### src/rtl/traffic_light_ctrl.sv
// Two-road traffic light controller: prescaled tick, six-phase sequence,
// latched pedestrian request served in all-red phases, flashing-yellow mode.
module traffic_light_ctrl #(
    parameter int unsigned CLK_DIV      = 100000000,
    parameter int unsigned CNT_W        = 32,
    parameter int unsigned DUR_W        = 8,
    parameter int unsigned GREEN_TICKS  = 1,
    parameter int unsigned YELLOW_TICKS = 1,
    parameter int unsigned ALLRED_TICKS = 1,
    parameter int unsigned PED_TICKS    = 2
) (
    input  logic       clk,
    input  logic       rst_n,
    input  logic       flash,
    input  logic       ped_req,
    output logic [2:0] light1,
    output logic [2:0] light2,
    output logic       walk,
    output logic [2:0] phase,
    output logic       tick
);

    typedef enum logic [2:0] {
        G2    = 3'd0,
        Y2    = 3'd1,
        AR1   = 3'd2,
        G1    = 3'd3,
        Y1    = 3'd4,
        AR2   = 3'd5,
        FLASH = 3'd6
    } state_t;

    localparam logic [CNT_W-1:0] TICK_AT  = CNT_W'(CLK_DIV - 1);
    localparam logic [DUR_W-1:0] DUR_G    = DUR_W'(GREEN_TICKS);
    localparam logic [DUR_W-1:0] DUR_Y    = DUR_W'(YELLOW_TICKS);
    localparam logic [DUR_W-1:0] DUR_AR   = DUR_W'(ALLRED_TICKS);
    localparam logic [DUR_W-1:0] DUR_ARP  = DUR_W'(ALLRED_TICKS + PED_TICKS);
    localparam logic [2:0]       LAMP_G   = 3'b100;
    localparam logic [2:0]       LAMP_Y   = 3'b010;
    localparam logic [2:0]       LAMP_R   = 3'b001;
    localparam logic [2:0]       LAMP_OFF = 3'b000;

    logic [CNT_W-1:0] presc;
    logic [CNT_W-1:0] presc_nxt;
    state_t           state;
    state_t           state_nxt;
    logic [DUR_W-1:0] ph_cnt;
    logic [DUR_W-1:0] ph_cnt_nxt;
    logic [DUR_W-1:0] dur;
    logic             ped_pending;
    logic             pend_nxt;
    logic             served_nxt;
    logic             flash_on;
    logic             fon_nxt;
    logic [2:0]       l1_nxt;
    logic [2:0]       l2_nxt;

    // Normal phase rotation
    function automatic state_t seq_next(input state_t s);
        case (s)
            G2:      seq_next = Y2;
            Y2:      seq_next = AR1;
            AR1:     seq_next = G1;
            G1:      seq_next = Y1;
            Y1:      seq_next = AR2;
            default: seq_next = G2;
        endcase
    endfunction

    // Free-running prescaler next value
    always_comb begin
        presc_nxt = (presc == TICK_AT) ? '0 : presc + CNT_W'(1);
    end

    // Duration of the current phase; a served all-red phase is extended
    always_comb begin
        case (state)
            G2, G1:   dur = DUR_G;
            Y2, Y1:   dur = DUR_Y;
            AR1, AR2: dur = walk ? DUR_ARP : DUR_AR;
            default:  dur = DUR_G;
        endcase
    end

    // Next state, phase counter, pedestrian latch and flash blink
    always_comb begin
        state_nxt  = state;
        ph_cnt_nxt = ph_cnt;
        pend_nxt   = ped_pending | ped_req;
        served_nxt = walk;
        fon_nxt    = 1'b0;
        if (flash) begin
            state_nxt  = FLASH;
            ph_cnt_nxt = '0;
            served_nxt = 1'b0;
            fon_nxt    = (state == FLASH) ? (flash_on ^ tick) : 1'b1;
        end else if (state == FLASH) begin
            state_nxt  = AR2;
            ph_cnt_nxt = '0;
            served_nxt = ped_pending;
            if (ped_pending) pend_nxt = ped_req;
        end else if (tick) begin
            if (ph_cnt == dur - DUR_W'(1)) begin
                state_nxt  = seq_next(state);
                ph_cnt_nxt = '0;
                served_nxt = 1'b0;
                if ((state_nxt == AR1 || state_nxt == AR2) && ped_pending) begin
                    served_nxt = 1'b1;
                    pend_nxt   = ped_req;
                end
            end else begin
                ph_cnt_nxt = ph_cnt + DUR_W'(1);
            end
        end
    end

    // Lamp pattern for the state being entered
    always_comb begin
        l1_nxt = LAMP_R;
        l2_nxt = LAMP_R;
        case (state_nxt)
            G2:      l2_nxt = LAMP_G;
            Y2:      l2_nxt = LAMP_Y;
            G1:      l1_nxt = LAMP_G;
            Y1:      l1_nxt = LAMP_Y;
            FLASH: begin
                l1_nxt = fon_nxt ? LAMP_Y : LAMP_OFF;
                l2_nxt = fon_nxt ? LAMP_Y : LAMP_OFF;
            end
            default: ;
        endcase
    end

    // State and registered outputs
    always_ff @(posedge clk or negedge rst_n) begin
        if (!rst_n) begin
            presc       <= '0;
            tick        <= 1'b0;
            state       <= G2;
            ph_cnt      <= '0;
            ped_pending <= 1'b0;
            flash_on    <= 1'b0;
            walk        <= 1'b0;
            light1      <= LAMP_R;
            light2      <= LAMP_G;
        end else begin
            presc       <= presc_nxt;
            tick        <= (presc_nxt == TICK_AT);
            state       <= state_nxt;
            ph_cnt      <= ph_cnt_nxt;
            ped_pending <= pend_nxt;
            flash_on    <= fon_nxt;
            walk        <= served_nxt;
            light1      <= l1_nxt;
            light2      <= l2_nxt;
        end
    end

    assign phase = state;

endmodule

### config.mk
export PLATFORM = sky130hd
export DESIGN_NAME = traffic_light_ctrl
export DESIGN_NICKNAME = d
export VERILOG_FILES = /design/src/rtl/traffic_light_ctrl.sv
export SDC_FILE = /design/constraint.sdc
export NUM_CORES = 1
export LEC_CHECK = 0
export CAP_MARGIN = 40
export CORE_AREA = 5 5 102 104
export CTS_CLUSTER_DIAMETER = 200
export DETAILED_ROUTE_END_ITERATION = 7
export DIE_AREA = 0 0 107 109
export PLACE_DENSITY = 0.46
export SLEW_MARGIN = 10
export SYNTH_ARGS = -nofsm -noshare
export SYNTH_HDL_FRONTEND = slang
export SYNTH_SLANG_ARGS = --single-unit
### constraint.sdc
create_clock -name clk -period 2.3 [get_ports clk]
set_clock_uncertainty 0.05 [all_clocks]
set_input_delay 0.46 -clock clk [delete_from_list [all_inputs] [get_ports clk]]
set_output_delay 0.46 -clock clk [all_outputs]
set_load 0.005 [all_outputs]
==> key figures <==
Final layout
  – Filler Cell Count: roughly 950
  – Ant. Diodes: 0
  – Layout cells sized above 1: a little under a quarter
  – Area Overhead vs Synth: 30.4%
  – Nets@finish: around 360
  – Multi-input combinational cell area: 1420 um2
  – FF/Latch Area: between 1000 and 1500 um2

Clock tree
  – Clock transition at path regs: 100 ps
  – H-Tree Depth: 2
  – Clk Latency, worst-skew pair: 310 ps
  – Clock tree root driver cell: clkbuf_8
  – TritonCTS buffer count: 5
  – Maximum clock path buffer count: 2
  – Total clock sinks: 53
  – TritonCTS clock tree: done

Detailed routing
  – DR WL/cell: 13.1 um
  – Vias per inst: approximately 4.8
  – Initial drt markers: 47
  – Drt drc: 0
  – Routed Wire Length: about 6.1 mm
  – Detailed Routing Iterations Pass 1: 4
  – Vias: 2206
  – Post-route antenna net violation count: 0

Synth
  – Yosys reg bits: 53
  – Synthesis warning total: 0
  – Synth cell count leaders: dfrtp_1, nor2_1, nand2_1, xnor2_1, xor2_1
  – Yosys cell types: 49
  – Syn Nets: about 290
  – Cells after Synth: 280
  – Fraction of registers with async set/reset: 100%
  – Most common flop cell mapped by yosys: dfrtp_1
  – EDFF count, synth: 0
  – Register area share after synthesis: between 40% and 50%
  – Syn avg cell area: 9.84 um2
  – Mapped Area: 2750 um2
  – Largest area contributor in the netlist: dfrtp_1
  – Main area contributors after synthesis: dfrtp_1, xnor2_1, nor2_1
  – Cell with the most instances after synthesis: dfrtp_1
  – Post-synth top area share: 46.3%

Setup path
  – Critical Path Sink: tick
  – RR Startpoint: presc[1]
  – Capture point of the worst reg-to-reg path: tick
  – CP Max Fanout: 3
  – Kind of end point of the critical path: flip-flop
  – Critical path arrival: approximately 2500 ps
  – WS Path Type: flip-flop to flip-flop
  – CP required: 2480 ps
  – R2R depth: 8
  – Worst reg-to-reg setup slack: -60 ps
  – Worst setup path startpoint: presc[1]
  – Worst setup SP type: flip-flop

Outcome
  – Status: complete, but fails checks
  – Failing checks: negative setup slack

Timing
  – Rel. slew slack: between 70% and 80%
  – Final worst slack: -58.3 ps
  – Setup-failing EPs final: 1
  – Fin. max-slew vios: 0
  – FMAX: roughly 420 MHz
  – Hold Vio Cnt, Final: 0
  – Period utilization: 103%
  – Tmin final: roughly 2400 ps
  – Hold_ws: 478 ps
  – RSZ-0062 raised after global routing: true
  – Actual slew at the worst max-slew pin: around 330 ps

Floorplan
  – Site Rows: 36
  – Chip width: 107 um
  – Die Area: ~12000 um2
  – Starting Density: 29.1%
  – Core footprint: between 9000 and 10000 um2
  – Die H: about 110 um
  – I/O pins: 15

Global route
  – GRT Overall Usage: a little under an eighth
  – First-pass GRT wire length: roughly 11 mm
  – Largest net degree at the start of global routing: 26
  – Total grt overflow: 0
  – Vias in the first global route: approximately 2300
  – Antenna violations before repair: 0

Place
  – Hpwl dp: between 4 and 5 mm
  – # port buffers: 14
  – GP Congestion: 0.791

Pwr
  – Total power: ~1.7 mW
  – Leak: between 1.5 and 2 nW
  – Peak supply drop: 211 uV
  – Pwr Density: 482 nW/um2

Run
  – Max Cap Viol: 0

Min path
  – Worst Hold Class: flip-flop to flip-flop
[per-stage QoR]
step | instances | worst slack (ps) | setup TNS, ps | area [um2] | util, %
floorplan | 280 | -35.3 | -35.3 | 2770 | -
global placement | 452 | -62.6 | -62.6 | 3400 | 36.0
detailed placement | 452 | -85.2 | -85.2 | 3400 | 36.0
CTS | 464 | -45.4 | -45.4 | 3560 | 37.6
global route | 464 | -209 | -209 | 3590 | 38.0
finish | 464 | -58.3 | -58.3 | 3590 | 38.0
[placed cells by master, fill, tap and decap left out, types with 2 or more instances in the layout]
| master | instances |
|---|---|
| buf_4 | 56 |
| dfrtp_1 | 51 |
| nor2_1 | 37 |
| nand2_1 | 28 |
| xnor2_1 | 19 |
| xor2_1 | 16 |
| clkdlybuf4s50_1 | 13 |
| nand3_1 | 11 |
| nand4_1 | 11 |
| nor3_1 | 8 |
| o21ai_0 | 7 |
| inv_1 | 6 |
| clkbuf_8 | 6 |
| and2_1 | 5 |
| and3_1 | 5 |
| a21oi_1 | 5 |
| and4_1 | 5 |
| nor4_1 | 4 |
| nor3b_1 | 3 |
| a211oi_1 | 3 |
| nand2b_1 | 3 |
| mux2_2 | 3 |
| and3b_1 | 2 |
| o21ai_1 | 2 |
| nand3b_1 | 2 |
| nor2b_1 | 2 |
| a211o_1 | 2 |
| nand4_4 | 2 |
| nor4_4 | 2 |
| o41ai_1 | 2 |
| mux2i_1 | 2 |
| dfstp_2 | 2 |
[what timing repair did]
item | in CTS | in global routing
setup endpoints to repair | 1 | 3
hold buffers | 1 | 0
hold endpoints to repair | 10 | 0
gates resized for setup | 1 | 6
pin swaps | 3 | 3
buffers inserted | 3 | 0
[layout make-up]
cell class,count,share of cell area [%]
clock buffer,7,2.40
clock inverter,1,0.836
inverter,6,0.627
multi-input combinational,212,39.4
sequential,53,37.0
tap,114,3.97
timing repair buffer,71,15.7
[sequential cells by signal (all words and copies together), names as in the netlist]
signal / count
light2: 3
light1: 3
flash_on: 1
walk: 1
phase: 3
ped_pending: 1
ph_cnt: 8
presc: 32
tick: 1
[kinds of logic (layout without fill, tap and decap cells)]
kind of cell / count (synthesis) / after routing / share of synthesized area (%)
AOI/OAI and AO/OA: 29 / 29 / 7.13
xor gates and xnor gates: 36 / 36 / 11.4
adders and majority gates: 2 / 2 / 0.909
buffers and inverters: 15 / 85 / 2.18
DFF: 53 / 53 / 48.3
muxes: 5 / 5 / 1.95
and+or+nand+nor: 140 / 140 / 28.1
[worst max-delay path, stage by stage (launching register included)]
cell and delay (ps):
dfrtp_1 410, ha_4 150, and4_4 200, nand4_1 160, nor2_1 150, xor2_1 90
or4_1 500, or4_4 420, a211oi_2 140
[report_power, final]
group	internal, mW	switching, mW	leakage (nW)
registers	0.946	0.00831	0.696
logic	0.0484	0.0555	0.892
clock network	0.356	0.318	0.0585
[layer usage]
metal | up-vias | global-route usage [%] | share of wire (%)
met1 | 1046 | 14.7 | 48
met5 | - | 0 | 0
met4 | 0 | 3.11 | 1.1
li1 | 1122 | - | -
met3 | 10 | 2.31 | 3.2
met2 | 28 | 19.7 | 48
[how the worst min path moves through the flow]
stage	end	slack [ps]	cells after the start	startpoint
after floorplan	flash_on	110	0	rst_n
after global placement	light2[0]	330	1	rst_n
after detailed placement	light2[0]	320	1	rst_n
after CTS	ph_cnt[6]	480	1	ph_cnt[6]
after global routing	ph_cnt[6]	500	1	ph_cnt[6]
final	presc[31]	480	1	presc[31]
(Power assumes the default switching activity.)
